--- config.mk ---
export PLATFORM = sky130hd
export DESIGN_NAME = program_sequencer
export DESIGN_NICKNAME = d
export VERILOG_FILES = /design/src/rtl/program_sequencer.sv
export SDC_FILE = /design/constraint.sdc
export NUM_CORES = 1
export LEC_CHECK = 0
export CORE_MARGIN = 3
export CORE_UTILIZATION = 40
export DETAILED_ROUTE_END_ITERATION = 10
export PLACE_DENSITY_LB_ADDON = 0.2
export SYNTH_ARGS = -nofsm -noshare
export SYNTH_HDL_FRONTEND = slang
export SYNTH_SLANG_ARGS = --single-unit
--- constraint.sdc ---
create_clock -name clk -period 3.3 [get_ports clk]
set_input_delay 0.66 -clock clk [delete_from_list [all_inputs] [get_ports clk]]
set_output_delay 0.66 -clock clk [all_outputs]
set_load 0.02 [all_outputs]
--- src/rtl/program_sequencer.sv ---
// program_sequencer: program-counter controller with a hardware return stack.
// Picks the next program-memory address each cycle from the decoded jump,
// call and return controls, the zero flag and the memory-wait hold.
module program_sequencer #(
  parameter int STACK_DEPTH = 4
) (
  input  logic       clk,
  input  logic       reset_n,
  input  logic       sync_reset,
  input  logic       jmp,
  input  logic       jmp_nz,
  input  logic       dont_jmp,
  input  logic       call,
  input  logic       ret,
  input  logic [3:0] ir_nibble,
  input  logic       hold,
  output logic [7:0] pm_addr,
  output logic [7:0] pc,
  output logic [3:0] sp,
  output logic       stack_full,
  output logic       stack_empty,
  output logic       overflow,
  output logic       underflow
);

  localparam int         IDX_W     = (STACK_DEPTH > 1) ? $clog2(STACK_DEPTH) : 1;
  localparam logic [3:0] DEPTH_VAL = 4'(STACK_DEPTH);

  logic [7:0]             pc_reg;
  logic [3:0]             sp_reg;
  logic                   overflow_reg;
  logic                   underflow_reg;
  logic [7:0]             stack_reg [STACK_DEPTH];

  logic [7:0]             pc_inc;
  logic [7:0]             target;
  logic [7:0]             stack_top;
  logic [IDX_W-1:0]       top_idx;
  logic                   full_w;
  logic                   empty_w;

  logic [7:0]             pm_addr_next;
  logic [3:0]             sp_next;
  logic                   overflow_next;
  logic                   underflow_next;
  logic                   push_en;
  logic [STACK_DEPTH-1:0] push_sel;

  // Page-relative target and modulo-256 increment; 8-bit add wraps FF to 00.
  assign pc_inc    = pc_reg + 8'd1;
  assign target    = {pc_reg[7:4], ir_nibble};
  assign full_w    = (sp_reg == DEPTH_VAL);
  assign empty_w   = (sp_reg == 4'd0);
  // Top of stack is entry[sp-1]; only consumed when the stack is non-empty.
  assign top_idx   = IDX_W'(sp_reg - 4'd1);
  assign stack_top = stack_reg[top_idx];

  // Per-entry write strobes: a push lands in the slot addressed by sp.
  for (genvar gi = 0; gi < STACK_DEPTH; gi++) begin : g_push_sel
    assign push_sel[gi] = push_en && (sp_reg == 4'(gi));
  end

  // Strict-priority next-address selection and stack/flag next state.
  always_comb begin
    pm_addr_next   = pc_inc;
    sp_next        = sp_reg;
    overflow_next  = overflow_reg;
    underflow_next = underflow_reg;
    push_en        = 1'b0;
    if (sync_reset) begin
      pm_addr_next   = 8'h00;
      sp_next        = 4'd0;
      overflow_next  = 1'b0;
      underflow_next = 1'b0;
    end else if (hold) begin
      pm_addr_next = pc_reg;
    end else if (ret) begin
      if (empty_w) begin
        underflow_next = 1'b1;
      end else begin
        pm_addr_next = stack_top;
        sp_next      = sp_reg - 4'd1;
      end
    end else if (call) begin
      // A call on a full stack still jumps; only the push is dropped.
      pm_addr_next = target;
      if (full_w) begin
        overflow_next = 1'b1;
      end else begin
        push_en = 1'b1;
        sp_next = sp_reg + 4'd1;
      end
    end else if (jmp || (jmp_nz && !dont_jmp)) begin
      pm_addr_next = target;
    end
  end

  // PC, stack pointer and sticky flags all advance on the same edge.
  always_ff @(posedge clk or negedge reset_n) begin
    if (!reset_n) begin
      pc_reg        <= 8'h00;
      sp_reg        <= 4'd0;
      overflow_reg  <= 1'b0;
      underflow_reg <= 1'b0;
    end else begin
      pc_reg        <= pm_addr_next;
      sp_reg        <= sp_next;
      overflow_reg  <= overflow_next;
      underflow_reg <= underflow_next;
    end
  end

  // Return-stack storage: written only by a successful push.
  always_ff @(posedge clk or negedge reset_n) begin
    if (!reset_n) begin
      for (int i = 0; i < STACK_DEPTH; i++) stack_reg[i] <= 8'h00;
    end else begin
      for (int i = 0; i < STACK_DEPTH; i++) begin
        if (push_sel[i]) stack_reg[i] <= pc_inc;
      end
    end
  end

  assign pm_addr     = pm_addr_next;
  assign pc          = pc_reg;
  assign sp          = sp_reg;
  assign stack_full  = full_w;
  assign stack_empty = empty_w;
  assign overflow    = overflow_reg;
  assign underflow   = underflow_reg;

endmodule

### After elaboration in Yosys (flattened, before gate mapping)

Cells that the tools add are included.
W data, S select, Z words.

| storage, ports and cells | value |
|---|---|
| bits in registers | 46 |
| input bits | 13 |
| output and inout bits | 24 |
| word-level logic and storage cells | 66 |

| cells by class | value |
|---|---|
| $add $sub $neg | 3 |
| $lt $le $gt $ge | 1 |
| equal/unequal tests | 8 |
| mux-type cells | 29 |
| bitwise gates (word level) | 1 |
| reductions and logical operators | 16 |

Operator list:

| kind | number |
|---|---|
| $mux W8 | 8 |
| $mux W4 | 6 |
| $bmux W8 S2 | 1 |
| $mux W1 | 14 |
| $add A8 B1 Y8 const B | 1 |
| $eq A4 B2 Y1 const B | 2 |
| $reduce_and A4 Y1 | 2 |
| $reduce_bool A2 Y1 | 4 |
| $ne A3 B3 Y1 const B | 2 |
| $logic_and A1 B1 Y1 | 5 |
| $add A4 B1 Y4 const B | 1 |
| $eq A4 B1 Y1 const B | 1 |
| $eq A4 B3 Y1 const B | 1 |
| $logic_not A4 Y1 | 1 |
| $ne A2 B2 Y1 const B | 2 |
| $sub A4 B1 Y4 const B | 1 |
| $ge A3 B3 Y1 const B | 1 |
| $not A2 Y3 | 1 |
| $reduce_and A3 Y1 | 1 |
| $reduce_bool A3 Y1 | 1 |
| $logic_not A1 Y1 | 1 |
| $logic_or A1 B1 Y1 | 1 |

### Logic depth before layout (Yosys ltp)

| logic depth | value |
|---|---|
| depth in word-level cells | 9 |
| gate-level depth with buffers | 10 |
| gate-level depth less buffers | 8 |

### Least setup slack after synthesis

Ideal clock, no wire load.

| timing | value |
|---|---|
| path kind | register -> output |
| start point | register sp_reg[0] (netlist: sp[0]) |
| end point | output port pm_addr[2] |
| arrival time | 2.940 ns |
| data required time | 2.640 ns |
| setup slack | -0.300 ns |
| cell stages (with the launch flop) | 8 |
| cell sequence | dfrtp_1 -> buf_6 -> inv_1 -> ha_1 -> buf_1 -> mux4_2 -> a2111oi_0 -> a2111oi_0 |

| on the way | value |
|---|---|
| longest elaborated chain between the ends | 9 |
| elaborated cells on any way between the ends | 10 |

RTL lines:

| what | line | RTL |
|---|---|---|
| from (decl) | 30 | `logic [3:0] sp_reg;` |
| from (signal assigned) | 107 | `sp_reg <= sp_next;` |
| $sub A4 B1 Y4 | n/a |  |
| $not A2 Y3 (implied by the code) | 56 | `assign stack_top = stack_reg[top_idx];` |
| $bmux W8 S2 | 56 |  |
| $mux W8 (implied by the code) (2 in series) | 56 |  |
| $mux W8 (*) | 78 | `if (empty_w) begin` |
| $mux W8 (*) | 77 | `end else if (ret) begin` |
| $mux W8 (*) | 75 | `end else if (hold) begin` |
| $mux W8 (*) | 70 | `if (sync_reset) begin` |
| to (decl) | 17 | `output logic [7:0] pm_addr,` |

Every way passes the cells marked *; elsewhere a longest branch is shown, timed or not. The select of a mux whose other input is x is not followed.

### Final worst setup path

| timing | value |
|---|---|
| start point | register sp_reg[0] (netlist: sp[0]) |
| end point | output port pm_addr[1] |

The elaborated chain is that of the path after synthesis.

==> metrics.txt <==
status=complete, no violations; most common cell after layout, fill and taps aside=dfrtp_1; post-route ant nets=0; CTS tree=built; crit path from=sp[0]; H-tree levels=2; final worst-path cycle share=0.9535; gr ovfl total=0; setup repair after global routing missed its margin=false; Hold Crit Class=flop to flop; Max VDD drop=0.0001789 V; placed instance area=0.003052 sq mm; IO buf count=36; Yosys cell types=52; Hold-fix buffers, CTS=0; RePlAce Congestion=0.8150; CP required=2.64 ns; Max Transition Viols Final=0; Clock transition at path regs=0.10 ns; Layout Skew=0.008891 ns; starting DRC count in detailed routing=78; WS Path Type=flop to output pin; number of vias per cell=5.462; synthesis-to-finish area growth=25.46%; Clock Sinks=46; Post-Route WL=6.085 mm; post-route cell area=0.003144 sq mm; Final Hold Viols=0; die width=85.16 um; # nets final=306; Max Root-Sink Buffers=2; first-pass GRT wire length=10.07 mm; Syn Inst Count=234; DIE AREA=0.007251 sq mm; most frequent cells in the layout=dfrtp_1 (46), nand2_1 (29), clkdlybuf4s50_1 (27); ant diodes=0; Initial Util=0.4183; number of flip-flops in the largest register=32; Power Dens Cells=486.1 mW/mm^2; standard-cell rows=28; final worst setup slack=0.1533 ns; Netlist Area Pre-Place=0.002506 sq mm; Max-slew headroom=0.3068; max cap viols=0; hold path start=stack_reg[16]; Synth area leader=dfrtp_1; Yosys top cell area share=0.4593; largest net degree at the start of global routing=47; post-synthesis sequential area ratio=0.4593; Synth Area per Inst=10.71 sq um; Yosys Warn Count=0; syn_nets=252; Worst Path Arrival=2.49 ns; number of synthesized flops with an enable pin=0; antenna violations before repair=0; clock latency on the worst-skew pair=0.31 ns; drt pass-1 iters=4; die height=85.16 um; Final setup viols=0; total negative slack=0 ns; top post-synthesis cells by area=dfrtp_1 (46%), mux4_2 (7.2%), nand2_1 (4.3%), o21ai_1 (4.2%), nor2_1 (3.7%); vias in the first global route=1955; RR Startpoint=sp[0]; startpoint types=flop; wire per inst=16.72 um; HPWL Detailed=4.415 mm; fmax=0.3178 GHz; layout cell share with drive strength beyond 1=0.2145; DRC=0; overall routing resource usage=0.1781; Most used DFF post-synth=dfrtp_1; LEAKAGE=1.345 nW; Root Buffer=clkbuf_8; CP endpoint kind=output pin; ys async rst share=1.000; Worst-Margin Slew=1.040 ns; Post-Place Worst Slack=-0.1389 ns; minimum clock period=3.147 ns; flop-to-flop setup slack=1.07 ns; io pins=37; DR vias=1988; Synth Register Bits=46; Num CTS Buffers=5; Core ar.=0.005991 sq mm; CP Max Fanout=7
## repair_timing
action                                  in CTS  in global routing
cloned                                       0                  0
endpoints found under the setup margin       8                  3
setup buffers                                0                  0
gates resized for setup                     12                  6
pin swaps                                    0                  0
## path summary, 6_finish.rpt
kind	cells past startpoint	to
min in group asynchronous	1	overflow
min reg2reg	2	stack_reg[16]
max reg2reg	7	stack_reg[25]
max	8	pm_addr[1]
max in group asynchronous	1	stack_reg[26]
min	2	stack_reg[16]
## cells in the mapped netlist (all sizes together) (2+ instances only)
cell,n
clkbuf,3
o21ai,24
xnor2,9
and3,2
dfrtp,46
mux4,8
a32o,3
mux2i,3
buf,10
or3,2
mux2,4
nor3,2
nand2b,2
a211oi,3
nand2,32
o32a,2
a2111oi,3
inv,8
a221oi,2
nand3,2
ha,5
nor2b,2
a31oi,3
nor2,25
a21oi,9
nor4,4
## worst max-delay path: stages (launching register included)
cell and delay (ns):
dfrtp_1 0.39, inv_1 0.08, ha_1 0.20, or3b_4 0.46, buf_4 0.17, nand2_1 0.13, o32a_1 0.18, a32o_1 0.20
dlygate4sd2_1 0.35
## stage by stage
stage / hold slack, ns / total power, W / utilization / instances
after floorplan: 0.3644 / 0.0009863 / - / 234
after CTS: 0.4959 / 0.001545 / 0.5249 / 364
after detailed placement: 0.4733 / 0.001163 / 0.5094 / 356
final: 0.4897 / 0.001528 / 0.5249 / 364
after global placement: 0.4635 / 0.001157 / 0.5094 / 356
after global routing: 0.5231 / 0.001621 / 0.5249 / 364
## cell families after synthesis
| group | synth area share |
|---|---|
| multiplexers | 0.1063 |
| buffers and inverters | 0.05292 |
| AO/OA/AOI/OAI | 0.1543 |
| adder cells (fa/ha/maj) | 0.02496 |
| XOR/XNOR | 0.03495 |
| AND/OR/NAND/NOR | 0.1673 |
| flip-flops | 0.4593 |
## per-layer routing
metal / vias to the layer above / global-route usage / share of wire
met1: 965 / 0.2414 / 0.46
met5: - / 0 / 0
met2: 62 / 0.2903 / 0.47
met3: 8 / 0.03107 / 0.046
met4: 0 / 0.05755 / 0.018
li1: 953 / - / -
## area by class of cell
type	instances	area, sq um
fill	551	2846
timing repair buffer	60	535.5
sequential	46	1151
tap	75	93.84
inverter	8	32.53
clock buffer	5	68.82
multi-input combinational	167	1234
clock inverter	3	28.78
## power breakdown
group          leakage, nW  internal, W  switching (W)
logic                0.680     0.000215       0.000242
clock network       0.0506     0.000159       0.000219
registers            0.614     0.000646      0.0000471
Power figures use the tool's default switching activity.
